===== config.mk =====
export PLATFORM = sky130hd
export DESIGN_NAME = pipe_stage_reg
export DESIGN_NICKNAME = d
export VERILOG_FILES = /design/src/rtl/pipe_pkg.sv /design/src/rtl/pipe_stage_reg_sat_counter.sv /design/src/rtl/pipe_stage_reg.sv
export SDC_FILE = /design/constraint.sdc
export NUM_CORES = 1
export LEC_CHECK = 0
export CORE_UTILIZATION = 30
export CTS_CLUSTER_SIZE = 20
export DETAILED_ROUTE_END_ITERATION = 12
export PLACE_DENSITY = 0.55
export SLEW_MARGIN = 20
export SYNTH_ARGS = -nofsm -noshare
export SYNTH_HDL_FRONTEND = slang
export SYNTH_SLANG_ARGS = --single-unit

===== constraint.sdc =====
create_clock -name clk -period 5.9 [get_ports clk]
set_input_delay 1.475 -clock clk [delete_from_list [all_inputs] [get_ports clk]]
set_output_delay 1.475 -clock clk [all_outputs]
set_load 0.005 [all_outputs]

===== src/rtl/pipe_pkg.sv =====
// Shared definitions for the pipeline stage register and its statistics counters.
package pipe_pkg;

    // Held-beat state. The encoding doubles as the occupancy count.
    typedef enum logic [1:0] {
        EMPTY = 2'd0,
        ONE   = 2'd1,
        TWO   = 2'd2
    } pipe_state_e;

    // Default width of each statistics counter.
    localparam int CNT_W_DEFAULT = 16;

endpackage


===== src/rtl/pipe_stage_reg_sat_counter.sv =====
// Saturating up-counter used for the stage statistics.
module sat_counter #(
    parameter int W = 16
) (
    input  logic         clk,
    input  logic         rst,
    input  logic         inc,
    output logic [W-1:0] count
);

    // Count up on inc, sticking at all-ones instead of wrapping.
    always_ff @(posedge clk) begin
        if (rst) begin
            count <= '0;
        end else if (inc && (count != {W{1'b1}})) begin
            count <= count + W'(1);
        end
    end

endmodule


===== src/rtl/pipe_stage_reg.sv =====
// Pipeline stage register with an optional 2-entry skid buffer, flush and
// stall/flush statistics.
//
// Handshake: a beat moves upstream on a cycle where in_valid && in_ready and
// downstream where out_valid && out_ready. Once out_valid is raised, out_data
// stays stable until the beat drains or a flush/reset removes it; out_valid
// never depends on out_ready. Flush and reset win over any transfer in the
// same cycle, but a downstream handshake in a flush cycle still counts as
// consumed.
module pipe_stage_reg
    import pipe_pkg::*;
#(
    parameter int                DATA_W   = 96,
    parameter int                SKID     = 1,
    parameter int                CNT_W    = CNT_W_DEFAULT,
    parameter logic [DATA_W-1:0] RST_DATA = '0
) (
    input  logic              clk,
    input  logic              rst,
    input  logic              in_valid,
    input  logic [DATA_W-1:0] in_data,
    output logic              in_ready,
    output logic              out_valid,
    output logic [DATA_W-1:0] out_data,
    input  logic              out_ready,
    input  logic              flush,
    output logic [1:0]        occupancy,
    output logic [CNT_W-1:0]  stall_cnt,
    output logic [CNT_W-1:0]  flush_cnt,
    output logic [1:0]        state_dbg
);

    pipe_state_e       state_q;
    pipe_state_e       state_d;
    logic [DATA_W-1:0] out_data_q;
    logic              accept;
    logic              drain;

    assign accept    = in_valid && in_ready;
    assign drain     = out_valid && out_ready;
    assign out_valid = (state_q != EMPTY);
    assign out_data  = out_data_q;
    assign occupancy = state_q;
    assign state_dbg = state_q;

    generate
        if (SKID != 0) begin : g_skid
            logic [DATA_W-1:0] skid_q;
            logic              in_ready_q;
            logic              load_out;
            logic              load_skid;
            logic              move_skid;

            // Next state and data-path enables for the two-entry buffer.
            always_comb begin
                state_d   = state_q;
                load_out  = 1'b0;
                load_skid = 1'b0;
                move_skid = 1'b0;
                if (flush) begin
                    state_d = EMPTY;
                end else begin
                    case (state_q)
                        EMPTY: begin
                            if (accept) begin
                                state_d  = ONE;
                                load_out = 1'b1;
                            end
                        end
                        ONE: begin
                            if (accept && drain) begin
                                load_out = 1'b1;
                            end else if (accept) begin
                                state_d   = TWO;
                                load_skid = 1'b1;
                            end else if (drain) begin
                                state_d = EMPTY;
                            end
                        end
                        TWO: begin
                            if (drain) begin
                                state_d   = ONE;
                                move_skid = 1'b1;
                            end
                        end
                        default: state_d = EMPTY;
                    endcase
                end
            end

            // State, output/skid registers and the registered ready flag.
            always_ff @(posedge clk) begin
                if (rst) begin
                    state_q    <= EMPTY;
                    out_data_q <= RST_DATA;
                    skid_q     <= '0;
                    in_ready_q <= 1'b1;
                end else begin
                    state_q    <= state_d;
                    in_ready_q <= (state_d != TWO);
                    if (load_out) begin
                        out_data_q <= in_data;
                    end else if (move_skid) begin
                        out_data_q <= skid_q;
                    end
                    if (load_skid) begin
                        skid_q <= in_data;
                    end
                end
            end

            // Ready comes from a flop; it is only masked while reset is held.
            assign in_ready = in_ready_q && !rst;
        end else begin : g_single
            logic load_out;

            // Next state for the single-register variant.
            always_comb begin
                state_d  = state_q;
                load_out = 1'b0;
                if (flush) begin
                    state_d = EMPTY;
                end else if (accept) begin
                    state_d  = ONE;
                    load_out = 1'b1;
                end else if (drain) begin
                    state_d = EMPTY;
                end
            end

            // State and output register.
            always_ff @(posedge clk) begin
                if (rst) begin
                    state_q    <= EMPTY;
                    out_data_q <= RST_DATA;
                end else begin
                    state_q <= state_d;
                    if (load_out) begin
                        out_data_q <= in_data;
                    end
                end
            end

            // Full throughput without a skid entry needs ready to follow out_ready.
            assign in_ready = !out_valid || out_ready;
        end
    endgenerate

    sat_counter #(
        .W (CNT_W)
    ) u_stall_cnt (
        .clk   (clk),
        .rst   (rst),
        .inc   (out_valid && !out_ready),
        .count (stall_cnt)
    );

    sat_counter #(
        .W (CNT_W)
    ) u_flush_cnt (
        .clk   (clk),
        .rst   (rst),
        .inc   (flush && (state_q != EMPTY)),
        .count (flush_cnt)
    );

endmodule


==> metrics.md, run 1 <==
| Metric | Value |
|---|---|
| Status | `complete, no violations` |
| Minimum clock period | `3.863 ns` |
| Core area | `0.03196 sq mm` |
| Mux cell area share after synthesis | `0.1065` |
| Slew headroom | `0.3021` |
| Max Freq | `0.2588 GHz` |
| Post-Synth XOR/XNOR Area | `0.001778` |
| Leak Pwr | `0.004133 uW` |
| Die height | `183.2 um` |
| CTS Sinks | `227` |
| Area growth from synthesis to layout | `33.79%` |
| RSZ-0062 raised after global routing | `no` |
| Initial drt markers | `492` |
| Non-filler instance count after layout | `1,700` |
| Ant. Diodes | `0` |
| Flop pwr share | `0.459` |
| Critical path fanouts, max | `26` |
| Chip Width | `183.2 um` |
| Vias per cell | `4.783` |
| Drt pass-1 iters | `4` |
| Final GP Congestion | `0.7489` |
| FF+latch count, synth | `227` |
| Layout cell share with drive strength beyond 1 | `0.1225` |
| Syn_nets | `1,166` |
| Yosys warnings | `0` |
| Worst hold path class | `flip-flop to flip-flop` |
| CP Class | `input port to output pin` |
| Gr ovfl total | `0` |
| Cell variety after synth | `45` |
| Maximum vdd drop | `0.0001917 V` |
| Residual DRC count | `0` |
| Largest family of logic cells by synthesized area | `compound AO/OA/AOI/OAI gates` |
| IO Pins | `235` |
| Post-synthesis sequential area ratio | `0.4614` |
| H-tree depth | `1` |
| Worst clock skew | `0.006227 ns` |
| Total Neg Setup Slack | `0 ns` |
| Count of final hold-check violations | `0` |
| Via count | `8,131` |
| Largest net degree at the start of global routing | `97` |
| EDFF count, synth | `0` |
| Final period util | `0.6548` |
| Reg clk slew, reported paths | `0.06 ns` |
| Comb power frac | `0.085` |
| Final instance area | `0.01318 sq mm` |
| Pwr/cell area | `263.0 mW/mm^2` |
| TritonCTS clock tree | `done` |
| Worst skew pair latency | `0.52 ns` |
| IO buf count | `234` |
| Layout Nets | `1,352` |
| Total Wirelength | `26,080 um` |
| CTS resizes | `0` |
| Worst EP required | `4.43 ns` |
| Sw Share | `0.2253` |
| Commonest cells after routing, fill and taps aside | `233 x clkdlybuf4s50_1, 227 x dfxtp_1, 199 x nand2_1` |
| Hold buffer count at cts | `0` |
| Pins Over Slew Limit | `0` |
| Max Buffers Root-to-Sink | `3` |
| P_sw | `780.9 uW` |
| Int Power | `2685 uW` |
| Layout fillers | `3,194` |
| Post-Syn Instances | `1,063` |
| Initial Util | `0.3082` |
| Simple-Gate Fraction of Synth Area | `0.1743` |
| Antenna Nets Post-Route | `0` |
| Global Route Usage Sum | `0.1508` |
| Adder-cell share of the synthesized area | `0.002541` |
| Cell area after synthesis | `0.009849 sq mm` |
| Setup violations, final | `0` |
| Complex-gate fraction of the synthesized area | `0.1998` |
| Crit start category | `input port` |
| Die area | `0.03356 sq mm` |
| Endpoint class of the critical path | `output pin` |
| First-pass GRT wire length | `41,650 um` |
| Total CTS buffers | `27` |
| Commonest non-fill, non-tap cell in the layout | `clkdlybuf4s50_1` |
| Syn_area_per_cell | `9.266 sq um` |
| Detailed placement HPWL | `16,130 um` |
| Post-CTS Setup Bufs | `0` |
| Clock root buffer master | `clkbuf_16` |
| Vias in the first global route | `7,741` |
| Cells after DPL | `1,655` |
| Post-DP Area | `0.01234 sq mm` |
| Initial antenna violation count | `0` |
| Clock network power share | `0.456` |
| Commonest register cell after synthesis | `dfxtp_1` |
| WP data arrival | `2.39 ns` |
| Worst Tran Pin Value | `1.047 ns` |
| WL per Instance | `15.34 um` |
| Async SR Flop Fraction | `0` |
| Max-cap violation count | `0` |
| # rows | `65` |
==> power by group through the flow <==
stage	Clock, uW	Sequential [uW]	Combinational, uW
global route	1710	1600	317
global placement	0	1620	295
finish	1580	1590	293
detailed placement	0	1630	296
CTS	1640	1590	298
floorplan	0	1620	127
==> synthesized netlist by cell type, types with 11 or more instances <==
cell type / number / area share
a211oi_2: 90 / 0.11
clkbuf_1: 36 / 0.014
o31ai_1: 11 / 0.0084
nand3_1: 13 / 0.0066
a21oi_1: 114 / 0.058
nand2_1: 199 / 0.076
buf_2: 30 / 0.015
buf_6: 17 / 0.019
mux2i_1: 98 / 0.10
or4_1: 11 / 0.0084
dfxtp_1: 227 / 0.46
nor2_1: 112 / 0.043
==> per-stage QoR <==
stage | hold slack (ns) | utilization | total power, uW | setup WS (ns)
finish | 0.4542 | 0.4123 | 3466 | 2.037
CTS | 0.4542 | 0.4123 | 3530 | 2.011
detailed placement | 0.4461 | 0.3861 | 1921 | 1.505
global placement | 0.4412 | 0.3861 | 1919 | 1.566
floorplan | 0.4360 | - | 1751 | 2.490
global route | 0.4690 | 0.4123 | 3622 | 1.828
==> critical path, cell delays in order <==
cell and delay (ns):
buf_8 0.15, nor2b_1 0.20, clkdlybuf4s50_1 0.55
==> per-layer routing <==
layer | up-vias | share of wire | global-route usage
li1 | 4096 | - | -
met1 | 3800 | 0.47 | 0.1964
met2 | 193 | 0.45 | 0.2461
met3 | 42 | 0.063 | 0.04071
met4 | 0 | 0.021 | 0.03733
met5 | - | 0 | 0
==> cell families (layout without fill, tap and decap cells) <==
family,after synthesis,after routing
mux,104,104
fa+ha+maj,2,2
simple gates,392,392
buf+inv,93,295
compound gates,243,243
flops,227,227
xor+xnor,2,2
==> sequential cells by signal (all words and copies together) (netlist names) <==
| name | cells |
|---|---|
| occupancy | 2 |
| u_flush_cnt.count | 16 |
| u_stall_cnt.count | 16 |
| out_data | 96 |
| g_skid.skid_q | 96 |
| g_skid.in_ready_q | 1 |
==> final timing paths <==
kind                     start           endpoint  slack (ns)  cells past startpoint
min reg2reg  g_skid.skid_q[88]  g_skid.skid_q[88]        0.45                      2
max reg2reg       occupancy[0]       out_data[14]        2.93                      5
max                        rst           in_ready        2.04                      3
min          g_skid.skid_q[88]  g_skid.skid_q[88]        0.45                      2
==> area by class of cell <==
class                      instances  area, sq um  area share
clock inverter                     6        55.05    0.004178
multi-input combinational        743         4792      0.3637
sequential                       227         4544      0.3449
clock buffer                      39        780.7     0.05925
tap                              435        544.3     0.04130
inverter                           5        18.77    0.001424
timing repair buffer             245         2442      0.1853
No activity file was read; power rests on OpenSTA's default activity.
==> run 2, diff against run 1 <==
- clock period: 5.9 -> 4 ns (I/O delays scaled with it)
==> run 2 against run 1 <==
Against the previous run: sequential power grew 48%; design area about the same; combinational power rose by 47%; non-clock buffer count grew 1; via count grew 0.28%; utilization barely moved; count of clock-buffer cells in the layout grew 1; routed wire length fell by 0.68%; highest routed layer is now met5.
==> metrics.md, run 2 (same netlist as run 1, synthesis figures left out) <==
| Metric | Value |
|---|---|
| CP Class | `input port to output pin` |
| Final period util | `0.7255` |
| Crit start category | `input port` |
| Hold buffer count at cts | `0 (unchanged)` |
| Vias per cell | `4.802 (+0.40%)` |
| Setup violations, final | `0 (unchanged)` |
| Final core utilization | `0.4126 (about the same)` |
| Final GP Congestion | `0.7516 (+0.36%)` |
| Initial antenna violation count | `2 (+2)` |
| R2R Setup Slk | `1.65 ns (-1.28 ns)` |
| Minimum hold slack | `0.4536 ns (-0.0006400 ns)` |
| Slew headroom | `0.2954 (-0.006772)` |
| First-pass GRT wire length | `40,950 um (-1.7%)` |
| Met3 wire len | `1769 um (+7.3%)` |
| IO buf count | `234 (unchanged)` |
| Detailed placement HPWL | `16,080 um (-0.34%)` |
| Worst skew pair latency | `0.53 ns (about the same)` |
| Non-filler instance count after layout | `1,698 (-0.12%)` |
| Via count | `8,154 (+0.28%)` |
| Worst Hold Depth | `2 (unchanged)` |
| WL per Instance | `15.25 um (-0.57%)` |
| Clock root buffer master | `clkbuf_16` |
| Initial Util | `0.3082 (unchanged)` |
| Gr ovfl total | `0 (unchanged)` |
| Minimum clock period | `2.902 ns` |
| Worst Hold Path EP | `g_skid.skid_q[42]` |
| CTS resizes | `0 (unchanged)` |
| Reg clk slew, reported paths | `0.05 ns (about the same)` |
| Maximum vdd drop | `0.0002670 V (+39%)` |
| Commonest cells after routing, fill and taps aside | `233 x clkdlybuf4s50_1, 227 x dfxtp_1, 199 x nand2_1` |
| Count of final hold-check violations | `0 (unchanged)` |
| CTS Sinks | `227 (unchanged)` |
| Metal2 WL | `11,780 um (+1.2%)` |
| Metal-1 WL | `11,800 um (-3.6%)` |
| Die area | `0.03356 sq mm (unchanged)` |
| Core area | `0.03196 sq mm (unchanged)` |
| Global Route Usage Sum | `0.1480 (-0.002821)` |
| Leak Pwr | `0.004124 uW (-0.22%)` |
| Layout Nets | `1,353 (+0.074%)` |
| Die height | `183.2 um (unchanged)` |
| Max Freq | `0.3446 GHz` |
| TritonCTS clock tree | `done` |
| Largest net degree at the start of global routing | `193 (+99%)` |
| Chip Width | `183.2 um (unchanged)` |
| Worst hold path startpoint | `g_skid.skid_q[42]` |
| Total Neg Setup Slack | `0 ns (unchanged)` |
| Residual DRC count | `0 (unchanged)` |
| Cells after DPL | `1,656 (+0.060%)` |
| Worst hold path class | `flip-flop to flip-flop` |
| IO Pins | `235 (unchanged)` |
| Total Wirelength | `25,900 um (-0.68%)` |
| Drt pass-1 iters | `5 (+1)` |
| Reg2reg path depth | `5 (unchanged)` |
| Endpoint class of the critical path | `output pin` |
| Layout cell share with drive strength beyond 1 | `0.1211 (-0.001390)` |
| Area growth from synthesis to layout | `33.89% (about the same)` |
| Vias in the first global route | `7,697 (-0.57%)` |
| Critical path origin | `rst` |
| # rows | `65 (unchanged)` |
| Pins Over Slew Limit | `0 (unchanged)` |
| RSZ-0062 raised after global routing | `no` |
| Antenna Nets Post-Route | `0 (unchanged)` |
| RR Startpoint | `occupancy[0]` |
| Status | `complete, no violations` |
| Commonest non-fill, non-tap cell in the layout | `clkdlybuf4s50_1` |
| Worst clock skew | `0.01871 ns (+0.01248 ns)` |
| Reg2reg end | `out_data[53]` |
| Total CTS buffers | `27 (unchanged)` |
| Worst Tran Pin Value | `1.057 ns (+0.01016 ns)` |
| H-tree depth | `1 (unchanged)` |
| Max-cap violation count | `0 (unchanged)` |
| Post-CTS Setup Bufs | `0 (unchanged)` |
| Initial drt markers | `372 (-24%)` |
| Ant. Diodes | `0 (unchanged)` |
| Pwr/cell area | `380.5 mW/mm^2 (+45%)` |
| Critical path fanouts, max | `40 (+54%)` |
| Worst EP required | `3.00 ns (-1.43 ns)` |
| WP data arrival | `1.90 ns (-0.49 ns)` |
| Top Layer Used | `met5` |
| Max Buffers Root-to-Sink | `3 (unchanged)` |
run 2: cell types whose count changed in the layout (fill, tap and decap cells not counted), sizes merged:
cell and delta:
bufinv -1, buf +1, clkbuf +1, clkinv -3
run 2: critical path, cell delays in order:
cell and delay, ns:
buf_8 0.16, nor2b_1 0.16, clkdlybuf4s50_1 0.57
run 2: how the worst max path moves through the flow:
| stage | end | depth (start not counted) |
|---|---|---|
| global route | in_ready | 3 |
| CTS | in_ready | 3 |
| global placement | g_skid.skid_q[78] | 5 |
| floorplan | in_ready | 3 |
| detailed placement | out_data[72] | 6 |
| finish | in_ready | 3 |
run 2: per-stage QoR:
stage	power (uW)	instance area (sq um)	setup slack (ns)
after detailed placement	2833	12390	0.7606
after floorplan	2583	9849	1.540
after CTS	5103	13190	1.072
after global placement	2831	12390	0.8153
after global routing	5221	13190	1.043
final	5018	13190	1.098
run 2: power breakdown:
group	internal [uW]	leakage, uW	switching [uW]
registers	2320	0.00184	31.5
clock network	1330	0.000392	908
logic	245	0.00189	188
total	3890	0.00412	1130
run 2: cell type report:
class | count | area, sq um
clock buffers | 40 | 784.5
well taps | 435 | 544.3
inverters | 5 | 18.77
flip-flops and latches | 227 | 4544
repair buffers | 246 | 2487
multi-input cells | 743 | 4798
fillers | 3223 | 18770
clock inverters | 2 | 10.01
run 2: layer usage:
layer / vias up / GRT usage
met5: - / 0
met4: 4 / 0.03233
met2: 197 / 0.2424
met3: 35 / 0.04289
met1: 3822 / 0.1918
li1: 4096 / -
==> run 3, diff against run 2 <==
- clock period: 4 -> 2.7 ns (I/O delays scaled with it)
==> run 3 against run 2 <==
Against the previous run: global-route usage up 0.44 points; non-clock buffer count up 19; clock skew decreased by 0.0076 ns; design area increased by 2.7%; critical path depth shrank 1; sequential share of layout area shrank 0.90 points; largest cell class unchanged; largest power group is now the clock network.
==> metrics.md, run 3 (same netlist as run 1, synthesis figures left out) <==
| Metric | Value |
|---|---|
| TritonCTS clock tree | `done` |
| Global Route Usage Sum | `0.1524 (+0.004370)` |
| Gr ovfl total | `0 (unchanged)` |
| Leak Pwr | `0.004306 uW (+4.4%)` |
| Worst Hold Path EP | `g_skid.skid_q[43]` |
| WL per Instance | `15.29 um (+0.25%)` |
| Die area | `0.03356 sq mm (unchanged)` |
| Hold buffer count at cts | `0 (unchanged)` |
| Crit start category | `flip-flop` |
| Comb power frac | `0.085 (about the same)` |
| Max-cap violation count | `0 (unchanged)` |
| Critical path fanouts, max | `13 (-68%)` |
| R2R Setup Slk | `0.64 ns (-1.01 ns)` |
| Minimum clock period | `2.508 ns` |
| IO Pins | `235 (unchanged)` |
| Worst skew pair latency | `0.53 ns (about the same)` |
| Endpoint class of the critical path | `output pin` |
| Max Buffers Root-to-Sink | `3 (unchanged)` |
| Layout cell share with drive strength beyond 1 | `0.1359 (+0.01473)` |
| Commonest cells after routing, fill and taps aside | `233 x clkdlybuf4s50_1, 227 x dfxtp_1, 199 x nand2_1` |
| Flop pwr share | `0.452 (-0.016)` |
| Count of final hold-check violations | `0 (unchanged)` |
| Slew headroom | `0.3318 (+0.03647)` |
| Detailed placement HPWL | `16,520 um (+2.7%)` |
| Vias per cell | `4.751 (-1.1%)` |
| Final core utilization | `0.4237 (+0.01112)` |
| Total CTS buffers | `27 (unchanged)` |
| WP data arrival | `1.83 ns (-0.07 ns)` |
| Initial antenna violation count | `2 (unchanged)` |
| Reg2reg end | `g_skid.skid_q[8]` |
| Commonest non-fill, non-tap cell in the layout | `clkdlybuf4s50_1` |
| Reg clk slew, reported paths | `0.06 ns (about the same)` |
| Die height | `183.2 um (unchanged)` |
| Worst Hold Depth | `2 (unchanged)` |
| Status | `complete, no violations` |
| RSZ-0062 raised after global routing | `no` |
| Maximum vdd drop | `0.0005133 V (+92%)` |
| Residual DRC count | `0 (unchanged)` |
| Reg2reg path depth | `6 (+1)` |
| Place WS | `-0.006110 ns (-0.7667 ns)` |
| Final worst slack | `0.1924 ns (-0.9057 ns)` |
| Sw Share | `0.2235 (-0.001098)` |
| Post-CTS Setup Bufs | `0 (unchanged)` |
| Final instance area | `0.01354 sq mm (+2.7%)` |
| Post-DP Area | `0.01267 sq mm (+2.2%)` |
| P_sw | `1720 uW (+53%)` |
| Clock network power share | `0.463 (+0.017)` |
| CTS resizes | `0 (unchanged)` |
| Total Neg Setup Slack | `0 ns (unchanged)` |
| Max Freq | `0.3988 GHz` |
| Layout fillers | `3,131 (-2.9%)` |
| H-tree depth | `1 (unchanged)` |
| First-pass GRT wire length | `41,830 um (+2.2%)` |
| Layout Nets | `1,372 (+1.4%)` |
| Pwr/cell area | `568.3 mW/mm^2 (+49%)` |
| Chip Width | `183.2 um (unchanged)` |
| Setup violations, final | `0 (unchanged)` |
| Total Wirelength | `26,360 um (+1.8%)` |
| Via count | `8,191 (+0.45%)` |
| Core area | `0.03196 sq mm (unchanged)` |
| Pins Over Slew Limit | `0 (unchanged)` |
| Worst Tran Pin Value | `1.002 ns (-0.05471 ns)` |
| Power, Total | `7696 uW (+53%)` |
| Worst clock skew | `0.01114 ns (-0.007570 ns)` |
| Final period util | `0.9287` |
| Initial drt markers | `370 (-0.54%)` |
| CTS Sinks | `227 (unchanged)` |
| CP Class | `flip-flop to output pin` |
| Final GP Congestion | `0.7530 (+0.19%)` |
| IO buf count | `234 (unchanged)` |
| Vias in the first global route | `7,857 (+2.1%)` |
| Worst hold path class | `flip-flop to flip-flop` |
| # rows | `65 (unchanged)` |
| Clock root buffer master | `clkbuf_16` |
| Initial Util | `0.3082 (unchanged)` |
| Int Power | `5976 uW (+54%)` |
| Drt pass-1 iters | `4 (-1)` |
| Largest net degree at the start of global routing | `153 (-21%)` |
| RR Startpoint | `occupancy[0]` |
| Worst EP required | `2.03 ns (-0.97 ns)` |
| Worst hold path startpoint | `g_skid.skid_q[43]` |
| Area growth from synthesis to layout | `37.50%` |
| Antenna Nets Post-Route | `0 (unchanged)` |
==> run 3: changes by cell type in the layout (fill, tap and decap cells not counted), sizes merged <==
cell / before / now
diode: 0 / 1
buf: 13 / 32
bufinv: 0 / 1
clkbuf: 40 / 45
==> run 3: per-layer routing <==
metal,GRT usage,up-vias,share of wire
met1,0.1961,3810,0.46
met5,0,-,0.00042
met3,0.03912,40,0.068
met2,0.2538,198,0.45
met4,0.03600,2,0.022
li1,-,4141,-
==> run 3: worst max-delay path by stage <==
stage / cells past startpoint / to / startpoint
finish: 2 / out_valid / occupancy[1]
global route: 2 / out_valid / occupancy[1]
CTS: 2 / out_valid / occupancy[1]
detailed placement: 6 / out_data[27] / out_ready
global placement: 6 / out_data[0] / out_ready
floorplan: 7 / out_data[10] / rst
==> run 3: power by group through the flow <==
stage                     Clock, uW  Sequential [uW]  Combinational, uW
after floorplan                   0             3550                278
after global placement            0             3550                655
after detailed placement          0             3550                658
after CTS                      3710             3480                661
after global routing           3820             3490                706
final                          3560             3480                653
==> run 3: per-stage QoR <==
| stage | cells | hold slack (ns) |
|---|---|---|
| 6_report | 1724 | 0.4539 |
| 5_1_grt | 1723 | 0.4689 |
| 4_1_cts | 1723 | 0.4547 |
| 3_5_place_dp | 1675 | 0.4467 |
| 3_3_place_gp | 1675 | 0.4421 |
| 2_1_floorplan | 1063 | 0.4360 |
==> run 3: critical path: stages (launching register included) <==
cell and delay [ns]:
dfxtp_1 0.62, or2_2 0.19, clkdlybuf4s50_1 0.49
==> run 3: layout make-up <==
type | instances | area, sq um | area share
clock inverters | 3 | 40.04 | 0.002956
diodes | 1 | 2.502 | 0.0001848
well taps | 435 | 544.3 | 0.04019
clock buffers | 45 | 833.3 | 0.06153
multi-input cells | 743 | 4792 | 0.3538
flip-flops and latches | 227 | 4544 | 0.3356
inverters | 5 | 18.77 | 0.001386
repair buffers | 265 | 2768 | 0.2044
